<file path="src/rtl/counter_seq_pkg.sv">
// Shared types and constants for the counter run controller.
// State encoding and direction constants used by counter_seq_ctrl.
package counter_seq_pkg;

   typedef enum logic [1:0] {
      ST_IDLE = 2'd0,
      ST_RUN  = 2'd1,
      ST_DONE = 2'd2
   } state_t;

   localparam logic DIR_UP   = 1'b0;
   localparam logic DIR_DOWN = 1'b1;

endpackage

</file>
<file path="src/rtl/counter_seq_ctrl_if.sv">
// Control/status bundle between the switch front end (master) and the run controller (slave).
interface counter_seq_ctrl_if #(
   parameter int unsigned WIDTH = 4
);

   logic             start;
   logic             stop;
   logic             sw;
   logic [WIDTH-1:0] start_val;
   logic [WIDTH-1:0] target_val;
   logic [WIDTH-1:0] q;
   logic             busy;
   logic             done;

   modport master (
      output start, stop, sw, start_val, target_val,
      input  q, busy, done
   );

   modport slave (
      input  start, stop, sw, start_val, target_val,
      output q, busy, done
   );

endinterface

</file>
<file path="src/rtl/tick_gen.sv">
// Prescale counter: pulses tick once every PRESCALE enabled cycles, restarts on clr_cnt.
module tick_gen #(
   parameter int unsigned PRESCALE   = 1,
   parameter int unsigned PRESCALE_W = 8
) (
   input  logic clk,
   input  logic CLR,
   input  logic clr_cnt,
   input  logic en,
   output logic tick
);

   localparam logic [PRESCALE_W-1:0] LAST = PRESCALE_W'(PRESCALE - 1);

   logic [PRESCALE_W-1:0] cnt;

   assign tick = en && (cnt == LAST);

   always_ff @(posedge clk or negedge CLR) begin
      if (!CLR) begin
         cnt <= '0;
      end else if (clr_cnt) begin
         cnt <= '0;
      end else if (en) begin
         cnt <= tick ? '0 : cnt + PRESCALE_W'(1);
      end
   end

endmodule

</file>
<file path="src/rtl/counter_seq_ctrl.sv">
// Run controller for the up/down counter: load, step at prescaled rate, stop on target, flag done.
// Optional macro COUNTER_SEQ_AUTORELOAD_EN makes DONE reload and restart the run.
module counter_seq_ctrl #(
   parameter int unsigned WIDTH      = 4,
   parameter int unsigned PRESCALE   = 1,
   parameter int unsigned PRESCALE_W = 8
) (
   input  logic              clk,
   input  logic              CLR,
   counter_seq_ctrl_if.slave bus
);

   import counter_seq_pkg::*;

   state_t           state;
   logic [WIDTH-1:0] q_r;
   logic [WIDTH-1:0] q_step;
   logic             dir;
   logic             busy_r;
   logic             done_r;
   logic             tick;
   logic             clr_cnt;
   logic             en;
   logic             load_hit;

   assign q_step   = (dir == DIR_DOWN) ? q_r - WIDTH'(1) : q_r + WIDTH'(1);
   assign load_hit = (bus.start_val == bus.target_val);

   // Prescaler only runs in RUN; a stop cycle must not advance it.
   assign clr_cnt = (state != ST_RUN);
   assign en      = (state == ST_RUN) && !bus.stop;

   tick_gen #(
      .PRESCALE   (PRESCALE),
      .PRESCALE_W (PRESCALE_W)
   ) u_tick_gen (
      .clk     (clk),
      .CLR     (CLR),
      .clr_cnt (clr_cnt),
      .en      (en),
      .tick    (tick)
   );

   always_ff @(posedge clk or negedge CLR) begin
      if (!CLR) begin
         state  <= ST_IDLE;
         q_r    <= '0;
         dir    <= DIR_UP;
         busy_r <= 1'b0;
         done_r <= 1'b0;
      end else begin
         case (state)
            ST_IDLE: begin
               if (bus.start && !bus.stop) begin
                  q_r    <= bus.start_val;
                  dir    <= bus.sw;
                  state  <= load_hit ? ST_DONE : ST_RUN;
                  busy_r <= !load_hit;
                  done_r <= load_hit;
               end
            end
            ST_RUN: begin
               if (bus.stop) begin
                  state  <= ST_IDLE;
                  busy_r <= 1'b0;
                  done_r <= 1'b0;
               end else if (tick) begin
                  q_r <= q_step;
                  if (q_step == bus.target_val) begin
                     state  <= ST_DONE;
                     busy_r <= 1'b0;
                     done_r <= 1'b1;
                  end
               end
            end
            ST_DONE: begin
               if (bus.stop) begin
                  state  <= ST_IDLE;
                  busy_r <= 1'b0;
                  done_r <= 1'b0;
               end else begin
`ifdef COUNTER_SEQ_AUTORELOAD_EN
                  q_r    <= bus.start_val;
                  dir    <= bus.sw;
                  state  <= load_hit ? ST_DONE : ST_RUN;
                  busy_r <= !load_hit;
                  done_r <= load_hit;
`else
                  state  <= ST_IDLE;
                  busy_r <= 1'b0;
                  done_r <= 1'b0;
`endif
               end
            end
            default: begin
               state  <= ST_IDLE;
               busy_r <= 1'b0;
               done_r <= 1'b0;
            end
         endcase
      end
   end

   assign bus.q    = q_r;
   assign bus.busy = busy_r;
   assign bus.done = done_r;

endmodule
</file>
<file path="src/flat_wrapper.sv">
// flat-port wrapper written by rule: the top's interface ports become plain ports
module counter_seq_ctrl_flat import counter_seq_pkg::*;
#(
   parameter int unsigned WIDTH      = 4,
   parameter int unsigned PRESCALE   = 1,
   parameter int unsigned PRESCALE_W = 8
)
  (clk, CLR, bus_start, bus_stop, bus_sw, bus_start_val, bus_target_val, bus_q, bus_busy, bus_done);
  counter_seq_ctrl_if #(.WIDTH(WIDTH)) bus_i ();
  input  logic clk;
  input  logic CLR;
  input wire logic [$bits(bus_i.start)-1:0] bus_start;
  input wire logic [$bits(bus_i.stop)-1:0] bus_stop;
  input wire logic [$bits(bus_i.sw)-1:0] bus_sw;
  input wire logic [$bits(bus_i.start_val)-1:0] bus_start_val;
  input wire logic [$bits(bus_i.target_val)-1:0] bus_target_val;
  output wire logic [$bits(bus_i.q)-1:0] bus_q;
  output wire logic [$bits(bus_i.busy)-1:0] bus_busy;
  output wire logic [$bits(bus_i.done)-1:0] bus_done;
  assign bus_i.start = bus_start;
  assign bus_i.stop = bus_stop;
  assign bus_i.sw = bus_sw;
  assign bus_i.start_val = bus_start_val;
  assign bus_i.target_val = bus_target_val;
  assign bus_q = bus_i.q;
  assign bus_busy = bus_i.busy;
  assign bus_done = bus_i.done;
  counter_seq_ctrl #(.WIDTH(WIDTH), .PRESCALE(PRESCALE), .PRESCALE_W(PRESCALE_W)) u_core (.clk(clk), .CLR(CLR), .bus(bus_i));
endmodule
</file>
<file path="config.mk">
export PLATFORM = sky130hd
export DESIGN_NAME = counter_seq_ctrl_flat
export DESIGN_NICKNAME = d
export VERILOG_FILES = /design/src/rtl/counter_seq_pkg.sv /design/src/rtl/counter_seq_ctrl_if.sv /design/src/rtl/tick_gen.sv /design/src/rtl/counter_seq_ctrl.sv /design/src/flat_wrapper.sv
export SDC_FILE = /design/constraint.sdc
export NUM_CORES = 1
export LEC_CHECK = 0
export BUFFER_PORTS_ARGS = -buffer_cell sky130_fd_sc_hd__buf_2
export CAP_MARGIN = 0
export CORE_MARGIN = 1
export CORE_UTILIZATION = 54
export CTS_CLUSTER_DIAMETER = 30
export CTS_CLUSTER_SIZE = 20
export DETAILED_ROUTE_END_ITERATION = 12
export PLACE_DENSITY = 0.78
export SETUP_SLACK_MARGIN = 0.2
export SYNTH_ARGS = -nofsm -noshare
export SYNTH_HDL_FRONTEND = slang
export SYNTH_SLANG_ARGS = --single-unit
</file>
<file path="constraint.sdc">
create_clock -name clk -period 2.2 [get_ports clk]
set_input_delay 0.33 -clock clk [delete_from_list [all_inputs] [get_ports clk]]
set_output_delay 0.33 -clock clk [all_outputs]
set_load 0.02 [all_outputs]
</file>
Yosys cells after proc, flatten, opt, wreduce, memory -nomap -nowiden
Cells that the tools add are included.

word-level totals
  flip-flop bits (word level) = 17
  input port bits = 13
  output and inout bits = 6
  logic and storage cells = 54

cells by class
  add/sub/neg operators = 3
  equal/unequal tests = 9
  mux-type cells = 24
  reductions and logical operators = 12

operators with widths
  operator                                           count
  two-way mux 8 bit                                  3
  two-way mux 4 bit                                  4
  two-way mux 2 bit                                  5
  adder 8 x 1 -> 8 bit (second input constant)       1
  == test 4 bit                                      2
  logical NOT 8 bit                                  1
  two-way mux 1 bit                                  8
  one-hot mux 4 bit (2 select lines)                 1
  != test 3 bit (second input constant)              2
  adder 4 x 1 -> 4 bit (second input constant)       1
  != test 2 x 1 -> 1 bit (second input constant)     2
  != test 2 bit (second input constant)              2
  one-hot mux 1 bit (2 select lines)                 2
  one-hot mux 2 bit (2 select lines)                 1
  AND reduction 4 bit                                1
  nonzero test 2 bit                                 2
  subtractor 4 x 1 -> 4 bit (second input constant)  1
  logical AND 1 bit                                  3
  AND reduction 3 bit                                1
  == test 2 x 1 -> 1 bit (second input constant)     1
  logical NOT 1 bit                                  2
  logical NOT 2 bit                                  1
  AND reduction 2 bit                                1

Depth between registers and ports, before layout
  word-level depth = 7
  mapped depth = 8
  mapped depth without buffers = 7

Modules after synthesis
From an unflattened synthesis, not the netlist that was laid out.

unflattened totals
  cells, all modules = 112
  area, all modules = 1,058.5 um^2

modules (own cells, without submodules)
  module            times used  cells each  area an instance (um^2)  sequential area each (um^2)
  counter_seq_ctrl  1           62          611.8                    200.2
  tick_gen          1           50          446.7                    200.2

Worst setup path after synthesis
No wires, ideal clock.

  kind = flip-flop to flip-flop
  from = register u_core.q_r[0], in the netlist u_core.bus.q[0]
  to = register u_core.busy_r, in the netlist u_core.bus.busy
  library setup time = 0.079 ns
  arrival = 1.832 ns
  required time = 2.121 ns
  path slack = 0.289 ns
  stages on the path, launching flop included = 7
  buffers on the path = 0
  clock period less this slack = 1.911 ns
  path through = dfrtp_1 -> fa_1 -> xnor2_1 -> xor2_1 -> nand4_1 -> o21bai_2 -> mux2i_1

on the way
  word-level cells in the longest chain between the ends = 5
  elaborated cells on any way between the ends = 6
  classes of those cells = add/sub: 2; eq/ne: 2; mux: 1; reduce/logical: 1

ends and longest elaborated chain
  item                                                               line                    text
  start, declared                                                    counter_seq_ctrl.sv:16  logic [WIDTH-1:0] q_r;
  start signal, assigned                                             counter_seq_ctrl.sv:55  q_r <= bus.start_val;
  start signal, assigned                                             counter_seq_ctrl.sv:68  q_r <= q_step;
  adder 4 x 1 -> 4 bit or subtractor 4 x 1 -> 4 bit (tied branches)  counter_seq_ctrl.sv:26  assign q_step = (dir == DIR_DOWN) ? q_r - WIDTH'(1) : q_r + WIDTH'(1);
  two-way mux 4 bit (*)                                              counter_seq_ctrl.sv:26
  == test 4 bit (*)                                                  counter_seq_ctrl.sv:69  if (q_step == bus.target_val) begin
  != test 3 bit (no source line) (*)                                 --
  AND reduction 3 bit (no source line) (*)                           --
  end signal, assigned                                               counter_seq_ctrl.sv:58  busy_r <= !load_hit;
  end, declared                                                      counter_seq_ctrl.sv:19  logic busy_r;

Mark *: on every way between the ends. The rest lies on a longest branch, timed or not.
A chain may end at the register's enable or synchronous reset.

Worst setup path in the final report
  from = register u_core.u_tick_gen.cnt[0]
  to = register u_core.q_r[2], in the netlist u_core.bus.q[2]

on the way
  word-level cells in the longest chain between the ends = 4

ends and longest elaborated chain
  item                                  line            text
  start, declared                       tick_gen.sv:15  logic [PRESCALE_W-1:0] cnt;
  start signal, assigned                tick_gen.sv:25  cnt <= tick ? '0 : cnt + PRESCALE_W'(1);
  logical NOT 8 bit                     tick_gen.sv:17  assign tick = en && (cnt == LAST);
  logical AND 1 bit                     tick_gen.sv:17
  != test 2 bit (no source line)        --
  AND reduction 4 bit (no source line)  --

Every way passes these cells.

==> flow_summary.toml <==
[setup_path]
cp.arrival_ps = 2060
r2r-start = "u_core.u_tick_gen.cnt[0]"
startpoint_type = "flip-flop"
cp-end-kind = "flip-flop"
r2r_end = "u_core.bus.q[2]"
cp_max_fo = 7
crit_type = "flip-flop to flip-flop"
cp.required_ps = 2390
reg2regPathDepth = 6
r2r_slack_ps = 330

[routing]
firstDrtPassIters = 4
detail_route.wl_per_cell_um = 13.3
vias_per_cell = 5.42
postRouteAntennaNets = 0
wl_um = 2120
drc_errors = 0
first_iter_violations = 15
vias = 862

[grt]
grt_max_degree = 17
antenna_found_initial = 0
grt_pass1_wl_um = 3320
grt-ovfl-total = 0
first_global_vias = 726
grt_usage = 0.227

[final_layout]
final_nets = 153
regArea_sq_um = 402
fillCellCount = 149
final_area_sq_mm = 0.00126
diodes = 0
area.growth.synth_to_final_pct = 15.7
stdcell_count = 159
multi_input_area_sq_um = 651
final_util = 0.700
drive_gt1_frac = 0.284

[logic_synthesis]
synthXorXnorAreaFrac = 0.113
async_flop_share = 1.00
synth_top_area_share = 0.367
syn_area_per_cell_sq_um = 9.82
ys.flop_type = "dfrtp_1"
ys_ff_latch = 16
synth-adder-area-share = 0.0643
yosysTopAreaCell = "dfrtp_1"
synth-compound-area-share = 0.169
synth-simple-area-share = 0.203
synthMuxAreaShare = 0.0390
yosys_warnings = 0
synth_area_sq_mm = 0.00109
yosysUniqueCellTypes = 37
synth_cells = 111
synth_fp_nets = 129
ys_top_cells_by_area = "dfrtp_1 37%, xnor2_1 6.4%, xor2_1 4.8%, ha_1 4.6%, o21ai_0 4.1%"
synth_top_family_by_area = "simple AND/OR/NAND/NOR gates"
seq_area_frac_synth = 0.367
synth_edf_count = 0

[power_and_ir_drop]
combPwrFrac = 0.584
vdd_ir_drop_max_uv = 955
switching_power_mw = 0.737
cellPowerDensity_mw_per_mm2 = 1320
p_leak_nw = 0.597
power_frac_clock = 0.122
p_int_mw = 0.923
p_seq_frac = 0.295
power_mw = 1.66
p_sw_frac = 0.444

[clock_network]
cts.sink_count = 16
clkLatencyLatePin_ps = 290
cts_root_buf = "clkbuf_4"
cts_buffer_depth = 2
htree_levels = 1
numCtsBuffers = 3
clkTransAtPathRegs_ps = 100
cts_tree = "done"

[timing]
fin_tns_setup_ps = 0
timing.hold.ws_ps = 268
max_clock_freq_ghz = 0.534
fin_skew_ps = 0.871
hold_viol = 0
slew-limit-headroom = 0.760
rsz0062_at_grt = "true"
setup_ws_ps = 327
worstMarginPinSlew_ps = 360
slew_violations = 0
post-route-period-util = 0.851
min_period_ps = 1870
setup_viol = 0

[hold_path]
holdPathStages = 2
min_path_type = "input pin to flip-flop"
min_from = "bus_sw"
worstHoldEndpoint = "u_core.dir"

[die]
die_y_um = 46.9
coreArea_sq_mm = 0.00180
ios = 19
start_util = 0.605
dieArea_sq_mm = 0.00220
die_x_um = 46.9
rows = 15

[placement]
dp_cells = 151
place_hpwl_um = 1570
pre_cts_slack_ps = 219
portBuffers = 18
placed_cell_area_sq_mm = 0.00118
globalplace.congestion = 0.826

[outcome]
outcome = "completed"

[job]
drv_cap = 0
worst max path at each step:
stage                                  start               to  slack, ps  cells after the start
finish              u_core.u_tick_gen.cnt[0]  u_core.bus.q[2]        330                      6
global route        u_core.u_tick_gen.cnt[0]  u_core.bus.q[2]        200                      6
CTS                          u_core.bus.q[0]  u_core.bus.busy        210                      6
detailed placement           u_core.bus.q[0]  u_core.bus.busy        220                      6
global placement             u_core.bus.q[0]  u_core.bus.busy        310                      6
floorplan                    u_core.bus.q[0]  u_core.bus.busy        290                      6
synth_stat cells, types with 3 or more instances:
| master | number |
|---|---|
| dfrtp_1 | 16 |
| nand2_1 | 10 |
| o21ai_0 | 9 |
| xnor2_1 | 8 |
| xor2_1 | 6 |
| inv_1 | 5 |
| nand2b_1 | 5 |
| and3_1 | 4 |
| ha_1 | 4 |
| nor2_1 | 4 |
| a21o_1 | 3 |
| a31oi_1 | 3 |
layout make-up:
class / instances / share of cell area
Multi-Input combinational cell: 87 / 0.516
Timing Repair Buffer: 22 / 0.0972
Clock buffer: 4 / 0.0288
Sequential cell: 16 / 0.318
Inverter: 5 / 0.0149
Tap cell: 25 / 0.0248
sequential cells by signal (all words and copies together) (netlist names):
register and cells:
u_core.bus.busy 1, u_core.state 1, u_core.bus.done 1, u_core.bus.q 4, u_core.u_tick_gen.cnt 8, u_core.dir 1
power groups by stage:
| stage | registers [mW] | logic (mW) | clock network, mW |
|---|---|---|---|
| 2_1_floorplan | 0.520 | 0.730 | 0 |
| 3_3_place_gp | 0.483 | 0.906 | 0 |
| 3_5_place_dp | 0.492 | 0.922 | 0 |
| 4_1_cts | 0.486 | 0.963 | 0.205 |
| 5_1_grt | 0.503 | 1.06 | 0.220 |
| 6_report | 0.489 | 0.969 | 0.202 |
worst max-delay path: stages, from the launching register on:
cell	delay, ps
dfrtp_1	430
inv_1	80
ha_1	130
nor4b_2	260
a31oi_1	180
nor3_4	310
mux2_2	390
layer usage:
metal  GRT usage  wire (um)  vias to the layer above
met2       0.322        967                       18
met5           0          0                        -
met3      0.0462         56                        5
met4       0.137         51                        0
met1       0.317       1040                      401
li1            -          -                      438
cells in the final DEF (no fill, tap or decap), drive strengths merged, types with 3 or more instances in the layout:
cell,instances
a21o,3
a21oi,3
a31oi,3
and3,4
buf,21
clkbuf,4
dfrtp,16
ha,4
inv,5
nand2,10
nand2b,6
nor2,4
nor3,3
o21ai,11
xnor2,8
xor2,6
timing repair:
action / in CTS / in global routing
pin swaps: 0 / 3
endpoints found under the setup margin: 1 / 2
hold endpoints to repair: 16 / 0
buffers inserted: 0 / 3
hold buffers: 1 / 0
gates resized for setup: 1 / 2
cell families (layout without fill, tap and decap cells):
| kind of cell | count (synthesis) | count (layout) |
|---|---|---|
| simple gates | 37 | 37 |
| compound gates | 27 | 27 |
| flops | 16 | 16 |
| xor+xnor | 14 | 14 |
| buf+inv | 8 | 31 |
| fa+ha+maj | 5 | 5 |
| mux | 4 | 4 |
Note: power is estimated with default switching activity, not from simulation.
